**src/rtl/instr_fetch_unit_pkg.sv**
```systemverilog
// ----------------------------------------------------------------------------
// instr_fetch_unit_pkg
//   Shared types and constants for the fetch stage.
//   Contents:
//     InstructionSize  width of one instruction word
//     PcStep           byte distance between consecutive instruction words
//     fetch_entry_t    one buffered {pc, instr} pair as handed to decode
//     alignPc()        forces a PC onto a word boundary
// ----------------------------------------------------------------------------
package instr_fetch_unit_pkg;

   localparam int InstructionSize = 32;
   localparam int PcStep          = 4;

   typedef struct packed {
      logic [31:0]                pc;
      logic [InstructionSize-1:0] instr;
   } fetch_entry_t;

   // Redirect targets may carry stray low bits; the fetch PC is always word aligned.
   function automatic logic [31:0] alignPc(input logic [31:0] pc);
      return {pc[31:2], 2'b00};
   endfunction

endpackage

```
**src/rtl/instr_fetch_unit_if.sv**
```systemverilog
// ----------------------------------------------------------------------------
// instr_fetch_unit_if
//   Bundles the instruction-memory port, the redirect input and the decode
//   handshake of the fetch stage.
//   master : the fetch unit (drives imem_addr, out_*, occupancy)
//   slave  : the environment (memory, branch unit, decode)
//   Signals:
//     imem_addr      byte address to instruction memory
//     imem_instr     instruction word returned combinationally
//     redirect_valid branch/jump taken
//     redirect_pc    new fetch target
//     out_valid      head entry valid
//     out_ready      decode accepts the head entry
//     out_pc         PC of the head entry
//     out_instr      instruction of the head entry
//     occupancy      number of buffered entries
// ----------------------------------------------------------------------------
interface instr_fetch_unit_if
   import instr_fetch_unit_pkg::*;
#(
   parameter int NUM_INSTR  = 32,
   parameter int FIFO_DEPTH = 4
);

   localparam int ADDR_W = $clog2(NUM_INSTR * 4);
   localparam int OCC_W  = $clog2(FIFO_DEPTH) + 1;

   logic [ADDR_W-1:0]          imem_addr;
   logic [InstructionSize-1:0] imem_instr;
   logic                       redirect_valid;
   logic [31:0]                redirect_pc;
   logic                       out_valid;
   logic                       out_ready;
   logic [31:0]                out_pc;
   logic [InstructionSize-1:0] out_instr;
   logic [OCC_W-1:0]           occupancy;

   modport master (
      output imem_addr, out_valid, out_pc, out_instr, occupancy,
      input  imem_instr, redirect_valid, redirect_pc, out_ready
   );

   modport slave (
      input  imem_addr, out_valid, out_pc, out_instr, occupancy,
      output imem_instr, redirect_valid, redirect_pc, out_ready
   );

endinterface

```
**src/rtl/instr_fetch_unit_fifo.sv**
```systemverilog
// ----------------------------------------------------------------------------
// fetch_fifo
//   Synchronous prefetch FIFO of fetch_entry_t. Flush wins over push/pop.
//   Ports:
//     clk          clock
//     rstn         synchronous active-low reset (empties the FIFO)
//     push_i       write data_i at the tail
//     pop_i        retire the head entry
//     flush_i      discard all entries
//     data_i       entry to write
//     head_o       entry at the head (don't-care while valid_o = 0)
//     valid_o      head holds a valid entry
//     occupancy_o  number of buffered entries
// ----------------------------------------------------------------------------
module fetch_fifo
   import instr_fetch_unit_pkg::*;
#(
   parameter int DEPTH = 4
) (
   input  logic                       clk,
   input  logic                       rstn,
   input  logic                       push_i,
   input  logic                       pop_i,
   input  logic                       flush_i,
   input  fetch_entry_t               data_i,
   output fetch_entry_t               head_o,
   output logic                       valid_o,
   output logic [$clog2(DEPTH):0]     occupancy_o
);

   localparam int PTR_W = $clog2(DEPTH);
   localparam int OCC_W = PTR_W + 1;

   fetch_entry_t      memQ [DEPTH];
   logic [PTR_W-1:0]  wrPtrQ, wrPtrD;
   logic [PTR_W-1:0]  rdPtrQ, rdPtrD;
   logic [OCC_W-1:0]  countQ, countD;
   logic              pushOk;
   logic              popOk;

   // A push into a full FIFO is only legal when the head leaves in the same
   // cycle; a pop from an empty FIFO is simply dropped.
   assign popOk  = pop_i && (countQ != '0);
   assign pushOk = push_i && ((countQ < OCC_W'(DEPTH)) || popOk);

   // Next-state for pointers and the explicit occupancy counter. Pointers are
   // exactly log2(DEPTH) bits so they wrap without any compare.
   always_comb begin
      wrPtrD = wrPtrQ;
      rdPtrD = rdPtrQ;
      countD = countQ;
      if (flush_i) begin
         wrPtrD = '0;
         rdPtrD = '0;
         countD = '0;
      end else begin
         if (pushOk) wrPtrD = wrPtrQ + PTR_W'(1);
         if (popOk)  rdPtrD = rdPtrQ + PTR_W'(1);
         if (pushOk && !popOk)      countD = countQ + OCC_W'(1);
         else if (popOk && !pushOk) countD = countQ - OCC_W'(1);
      end
   end

   // Control state register with synchronous active-low reset.
   always_ff @(posedge clk) begin
      if (!rstn) begin
         wrPtrQ <= '0;
         rdPtrQ <= '0;
         countQ <= '0;
      end else begin
         wrPtrQ <= wrPtrD;
         rdPtrQ <= rdPtrD;
         countQ <= countD;
      end
   end

   // Storage needs no reset: an entry is only visible once the counter covers it.
   always_ff @(posedge clk) begin
      if (pushOk && !flush_i) begin
         memQ[wrPtrQ] <= data_i;
      end
   end

   assign head_o      = memQ[rdPtrQ];
   assign valid_o     = (countQ != '0);
   assign occupancy_o = countQ;

endmodule

```
**src/rtl/instr_fetch_unit.sv**
```systemverilog
// ----------------------------------------------------------------------------
// instr_fetch_unit
//   Fetch stage upstream of instr_memory. Owns the fetch PC, drives the memory
//   address, buffers {pc, instr} pairs in a prefetch FIFO and hands them to
//   decode over valid/ready. A redirect flushes the buffer and reloads the PC.
//   Ports:
//     clk    clock
//     rstn   synchronous active-low reset
//     bus    instr_fetch_unit_if.master (imem port, redirect, decode handshake)
// ----------------------------------------------------------------------------
module instr_fetch_unit
   import instr_fetch_unit_pkg::*;
#(
   parameter int          NUM_INSTR  = 32,
   parameter int          FIFO_DEPTH = 4,
   parameter logic [31:0] RESET_PC   = 32'h0000_0000
) (
   input  logic                   clk,
   input  logic                   rstn,
   instr_fetch_unit_if.master     bus
);

   localparam int ADDR_W = $clog2(NUM_INSTR * 4);
   localparam int OCC_W  = $clog2(FIFO_DEPTH) + 1;

   logic [31:0]      pcQ, pcD;
   logic             push;
   logic             pop;
   logic             headValid;
   fetch_entry_t     headEntry;
   fetch_entry_t     pushEntry;
   logic [OCC_W-1:0] occ;

   // A redirect suppresses both ends of the buffer for that cycle. Push needs
   // room, but a full FIFO can still accept when the head leaves simultaneously.
   assign pop  = headValid && bus.out_ready && !bus.redirect_valid;
   assign push = !bus.redirect_valid && ((occ < OCC_W'(FIFO_DEPTH)) || pop);

   assign pushEntry.pc    = pcQ;
   assign pushEntry.instr = bus.imem_instr;

   // Next fetch PC: redirect target, sequential step on a push, otherwise hold
   // so the memory address stays stable while the buffer is stalled.
   always_comb begin
      pcD = pcQ;
      if (bus.redirect_valid) begin
         pcD = alignPc(bus.redirect_pc);
      end else if (push) begin
         pcD = pcQ + 32'(PcStep);
      end
   end

   // Fetch PC register; wraps modulo 2^32 through plain addition.
   always_ff @(posedge clk) begin
      if (!rstn) begin
         pcQ <= RESET_PC;
      end else begin
         pcQ <= pcD;
      end
   end

   fetch_fifo #(
      .DEPTH (FIFO_DEPTH)
   ) u_fifo (
      .clk         (clk),
      .rstn        (rstn),
      .push_i      (push),
      .pop_i       (pop),
      .flush_i     (bus.redirect_valid),
      .data_i      (pushEntry),
      .head_o      (headEntry),
      .valid_o     (headValid),
      .occupancy_o (occ)
   );

   // Truncation makes fetches wrap at NUM_INSTR*4 bytes; out_pc keeps all 32 bits.
   assign bus.imem_addr = pcQ[ADDR_W-1:0];
   assign bus.out_valid = headValid && !bus.redirect_valid;
   assign bus.out_pc    = headEntry.pc;
   assign bus.out_instr = headEntry.instr;
   assign bus.occupancy = occ;

endmodule
```
**src/flat_wrapper.sv**
```systemverilog
// flat-port wrapper written by rule: the top's interface ports become plain ports
module instr_fetch_unit_flat import instr_fetch_unit_pkg::*;
#(
   parameter int          NUM_INSTR  = 32,
   parameter int          FIFO_DEPTH = 4,
   parameter logic [31:0] RESET_PC   = 32'h0000_0000
)
  (clk, rstn, bus_imem_addr, bus_out_valid, bus_out_pc, bus_out_instr, bus_occupancy, bus_imem_instr, bus_redirect_valid, bus_redirect_pc, bus_out_ready);
  instr_fetch_unit_if #(.NUM_INSTR(NUM_INSTR), .FIFO_DEPTH(FIFO_DEPTH)) bus_i ();
  input  logic clk;
  input  logic rstn;
  output wire logic [$bits(bus_i.imem_addr)-1:0] bus_imem_addr;
  output wire logic [$bits(bus_i.out_valid)-1:0] bus_out_valid;
  output wire logic [$bits(bus_i.out_pc)-1:0] bus_out_pc;
  output wire logic [$bits(bus_i.out_instr)-1:0] bus_out_instr;
  output wire logic [$bits(bus_i.occupancy)-1:0] bus_occupancy;
  input wire logic [$bits(bus_i.imem_instr)-1:0] bus_imem_instr;
  input wire logic [$bits(bus_i.redirect_valid)-1:0] bus_redirect_valid;
  input wire logic [$bits(bus_i.redirect_pc)-1:0] bus_redirect_pc;
  input wire logic [$bits(bus_i.out_ready)-1:0] bus_out_ready;
  assign bus_imem_addr = bus_i.imem_addr;
  assign bus_out_valid = bus_i.out_valid;
  assign bus_out_pc = bus_i.out_pc;
  assign bus_out_instr = bus_i.out_instr;
  assign bus_occupancy = bus_i.occupancy;
  assign bus_i.imem_instr = bus_imem_instr;
  assign bus_i.redirect_valid = bus_redirect_valid;
  assign bus_i.redirect_pc = bus_redirect_pc;
  assign bus_i.out_ready = bus_out_ready;
  instr_fetch_unit #(.NUM_INSTR(NUM_INSTR), .FIFO_DEPTH(FIFO_DEPTH), .RESET_PC(RESET_PC)) u_core (.clk(clk), .rstn(rstn), .bus(bus_i));
endmodule
```
**config.mk**
```make
export PLATFORM = sky130hd
export DESIGN_NAME = instr_fetch_unit_flat
export DESIGN_NICKNAME = d
export VERILOG_FILES = /design/src/rtl/instr_fetch_unit_pkg.sv /design/src/rtl/instr_fetch_unit_if.sv /design/src/rtl/instr_fetch_unit_fifo.sv /design/src/rtl/instr_fetch_unit.sv /design/src/flat_wrapper.sv
export SDC_FILE = /design/constraint.sdc
export NUM_CORES = 1
export LEC_CHECK = 0
export ABC_CLOCK_PERIOD_IN_PS = 7500
export BUFFER_PORTS_ARGS = -buffer_cell sky130_fd_sc_hd__buf_2
export CORE_MARGIN = 3
export CORE_UTILIZATION = 30
export DETAILED_ROUTE_END_ITERATION = 10
export SYNTH_ARGS = -nofsm -noshare
export SYNTH_HDL_FRONTEND = slang
export SYNTH_SLANG_ARGS = --single-unit
```
**constraint.sdc**
```tcl
create_clock -name clk -period 7.5 [get_ports clk]
set_clock_uncertainty 0.05 [all_clocks]
set_input_delay 0.375 -clock clk [delete_from_list [all_inputs] [get_ports clk]]
set_output_delay 0.375 -clock clk [all_outputs]
set_load 0.01 [all_outputs]
```
* Word level (Yosys, flattened, before mapping)
Memory sizes are Yosys's and may differ from the RTL's. A register that Yosys moved wholly into a read port is not among the register bits.
Cells that the tools add are included.
** Storage, ports and cells
- Bits in latches :: 0
- Output and inout port bits :: 75
- ROM bits :: 0
- RAM bits :: 256
- Register bits :: 39
- Memories :: 1
- Word-level logic and storage cells :: 39
** Memory list
- u_core.u_fifo.memQ :: depth 4, width 64, read ports 1, clocked after memory_dff 1, write ports 1, RTL line instr_fetch_unit_fifo.sv:34 : fetch_entry_t memQ [DEPTH];
** Cells by class
- Eq/ne operators :: 0
- Shifts and indexed selects :: 0
- Add/sub/neg operators :: 5
- Divide/modulo/power cells :: 0
- $lt $le $gt $ge :: 1
- Bitwise logic cells :: 1
- Reduce and logical (&&, ||, !) cells :: 18
- Multiply operators :: 0
- Muxes and demuxes :: 8
** Operators with widths (count)
- two-way mux 32 bit :: 2
- adder 32 x 3 -> 32 bit, second input constant :: 1
- logical AND 1 bit :: 9
- two-way mux 3 bit :: 2
- adder 2 x 1 -> 2 bit, second input constant :: 2
- two-way mux 2 bit :: 2
- nonzero test 2 bit :: 2
- adder 3 x 1 -> 3 bit, second input constant :: 1
- zero test 1 bit :: 3
- < comparator 3 bit, second input constant :: 1
- nonzero test 3 bit :: 1
- subtractor 3 x 1 -> 3 bit, second input constant :: 1
- logical OR 1 bit :: 2
- two-way mux 1 bit :: 2
- OR reduction 2 bit :: 1
- inverter 1 bit :: 1

* Logic depth before layout (Yosys ltp)
- Word-level depth :: 10
- Depth in mapped cells :: 10
- Mapped depth without buffers :: 9

* Hierarchy
From an unflattened synthesis, not the netlist that was laid out.
** Unflattened totals
- Cells, all modules :: 634
- Area, all modules :: 11706.2 µm²
** By module, submodules not included
- fetch_fifo :: cells an instance 384, times used 1, area each 9780.6 µm², sequential area each 7867.5 µm²
- instr_fetch_unit :: cells an instance 250, times used 1, area each 1925.6 µm², sequential area each 600.6 µm²

* Worst setup path before layout
Ideal clock, no wire load.
- Path kind :: in2reg
- Start point :: input port bus_redirect_valid
- End point :: memory u_core.u_fifo.memQ[0][0] (netlist name), enable pin
- Arrival :: 2.631 ns
- Data required time :: 7.023 ns
- Cell stages on the path :: 5
- Setup slack :: 4.393 ns
- Setup time :: 0.427 ns
- Cells stage by stage :: buf_6 -> nor2b_1 -> nor2_1 -> nor2_1 -> and2_1
** Between the ends
- Word-level cells in the longest chain between the ends :: 8
- Elaborated cells on any way between the ends :: 10
- Those cells by class :: 2 x mux; 8 x reduce/logical
** Ends and longest elaborated chain
- start, declared :: RTL line flat_wrapper.sv:18 : input wire logic [$bits(bus_i.redirect_valid)-1:0] bus_redirect_valid;
- zero test 1 bit (*) :: RTL line instr_fetch_unit_fifo.sv:79, instr_fetch_unit.sv:36, instr_fetch_unit.sv:37
- logical AND 1 bit :: RTL line instr_fetch_unit.sv:36 : assign pop = headValid && bus.out_ready && !bus.redirect_valid;
- logical OR 1 bit / logical AND 1 bit (equally long branches) :: RTL line instr_fetch_unit.sv:37, instr_fetch_unit_fifo.sv:43
- logical AND 1 bit / logical OR 1 bit (equally long branches) :: RTL line instr_fetch_unit.sv:37, instr_fetch_unit_fifo.sv:44
- logical AND 1 bit :: RTL line instr_fetch_unit_fifo.sv:44 : assign pushOk = push_i && ((countQ < OCC_W'(DEPTH)) || popOk);
- logical AND 1 bit (*) :: RTL line instr_fetch_unit_fifo.sv:79 : if (pushOk && !flush_i) begin
- two-way mux 1 bit (*) :: RTL line instr_fetch_unit_fifo.sv:79
- two-way mux 1 bit (not written as such) (*) :: RTL line instr_fetch_unit_fifo.sv:80 : memQ[wrPtrQ] <= data_i;
- end, declared :: RTL line instr_fetch_unit_fifo.sv:34
Mark *: on every way between the ends. The rest lies on a longest branch, timed or not.

==> results.tsv <==
metric	value	unit
async_reset_ff_frac	0	
grt_pass1_vias	6331	
clockRootBuffer	clkbuf_16	
critical_path_class	register to output pin	
place_area	12500	um2
timing.rr.end	u_core.u_fifo.memQ[2][22]	
syn_to_final_growth	19.1	%
whs_path_depth	1	
synth_area	11400	um2
startpoint_type	register	
synth_ff_type	edfxtp_1	
maxSlewViolCount	0	
dieArea	40300	um2
max-vdd-ir-drop	0.000118	V
portBuffers	136	
p_total	3.58	mW
vias	6195	
start_util	0.308	
maxCapViolCount	0	
cts_tree	yes	
core-area	37000	um2
vias_per_cell	4.79	
hp-start	bus_imem_instr[31]	
place_congestion	0.753	
first_pass_iters	5	
synth.distinct_cells	53	
fin_area	13600	um2
die_w	201	um
path_clk_slew	0.06	ns
antenna_found_initial	0	
drive_above_1_share	0.330	
ys_seq_area_frac	0.723	
setup_ws	4.26	ns
grt_max_degree	63	
critPathRequiredTime	7.07	ns
syn_avg_cell_area	18.0	um2
ctsResizeCount	0	
max_slew_margin	0.252	
timing.setup.tns	0	ns
grt_usage	0.128	
hpwl	15.5	mm
worstPathArrival	2.81	ns
worstHoldEndpoint	u_core.u_fifo.memQ[1][31]	
cp-end-kind	output pin	
ant_nets	0	
tightest_slew	1.12	ns
hp-class	primary input to register	
drt-initial-drc-count	345	
fin_nets	840	
max_freq	309	MHz
wire_per_inst	20.1	um
ios	143	
cts_max_level	2	
syn_inst	631	
setup_violations	0	
powerDensity	264	nW/um2
cts_made_buffers	34	
reg2reg_depth	5	
cts_hold_buffers	0	
rsz0062_at_grt	false	
diodes	0	
rrSetupSlack	4.72	ns
fin_cells	1293	
grt_pass1_wl	39.9	mm
p_leak	4.47	nW
num_rows	70	
hold_violations	0	
post-route-min-period	3.24	ns
cts_sinks	287	
drc	0	
fin_crit_sh	0.432	
rr_startpoint	u_core.u_fifo.occupancy_o[2]	
placed_cells	1233	
cts_max_path_buffers	3	
utilization	0.367	
yosysWarningCount	0	
postCtsSetupBuffers	0	
synth_seq_cells	287	
pre_cts_ws	4.23	ns
holdWs	0.0398	ns
routed_wl	26.0	mm
status	finished clean	
die_h	201	um
synth_edf_count	248	
cp_max_fo	33	
worstSkewPairLatency	0.51	ns
grt_overflow_total	0	
==> cells in the mapped netlist, drive strengths merged, types with 3 or more instances <==
cell type	instances	area (um2)
and4	11	96.3
xor2	3	26.3
nand2b	3	26.3
and2	5	31.3
ha	6	75.1
and3	9	56.3
nor2b	5	31.3
nor4	7	43.8
a211oi	13	103
or3	7	43.8
mux2i	3	30.0
nand4	12	75.1
edfxtp	248	7450
inv	9	33.8
xnor2	9	78.8
nand2	17	63.8
a21oi	11	55.1
o21ai	29	145
or4	6	45.0
nor3b	3	22.5
a31oi	8	50.1
clkbuf	24	91.3
mux4	62	1400
nor3	6	30.0
nor2	18	67.6
dfxtp	39	781
buf	21	145
nand3	11	55.1
o31ai	6	45.0
==> placed cells by master (no fill, tap or decap), types with 11 or more instances in the layout <==
| master | count |
|---|---|
| nor2_1 | 18 |
| o21ai_0 | 29 |
| a211oi_1 | 12 |
| and4_1 | 11 |
| nand2_1 | 17 |
| a21oi_1 | 11 |
| clkbuf_16 | 37 |
| nand4_1 | 12 |
| nand3_1 | 11 |
| mux4_2 | 62 |
| buf_2 | 136 |
| edfxtp_1 | 248 |
| dfxtp_1 | 37 |
==> sequential cells by signal, indices dropped and copies added, names as in the netlist, named ones only <==
signal                     count
u_core.u_fifo.memQ           248
u_core.pcQ                    30
u_core.u_fifo.occupancy_o      3
u_core.u_fifo.rdPtrQ           2
u_core.u_fifo.wrPtrQ           2
==> cells by family (layout without fill, tap and decap cells) <==
logic type	Yosys count	after routing	share of synthesized area
buf+inv	54	209	0.0237
other cells	1	4	0.000329
flops	287	287	0.723
fa+ha+maj	7	7	0.00836
xor+xnor	12	12	0.00924
compound gates	82	82	0.0474
simple gates	123	123	0.0627
mux	65	65	0.125
==> worst max path at each step <==
stage | slack, ns | end | from | cells after the start
floorplan | 4.39 | u_core.u_fifo.memQ[0][0] | bus_redirect_valid | 5
global placement | 4.25 | u_core.u_fifo.memQ[2][17] | bus_redirect_valid | 6
detailed placement | 4.23 | u_core.u_fifo.memQ[3][17] | bus_redirect_valid | 6
CTS | 4.11 | bus_out_pc[15] | register | 3
global route | 3.95 | bus_out_pc[15] | register | 3
finish | 4.26 | bus_out_pc[15] | register | 3
==> metal layers <==
metal	routed length, um	up-vias	global-route usage
met5	0	-	0
met4	504	0	0.0329
met3	1510	41	0.0311
met2	11900	200	0.199
met1	12100	3109	0.182
li1	-	2845	-
==> layout make-up <==
class / instances / area (um2)
fill: 3505 / 23400
sequential: 287 / 8240
inverter: 9 / 33.8
multi-input combinational: 293 / 2900
clock buffer: 42 / 945
tap: 504 / 631
timing repair buffer: 140 / 711
clock inverter: 18 / 91.3
==> power by group <==
part           switching [mW]  internal [mW]
combinational           0.123         0.0917
sequential             0.0457           1.81
clock                   0.621          0.894
==> critical path, cell delays in order, from the launching register on <==
cell	delay, ns
dfxtp_4	0.82
buf_4	0.68
mux4_2	0.60
buf_2	0.17
No activity file was read; power rests on OpenSTA's default activity.
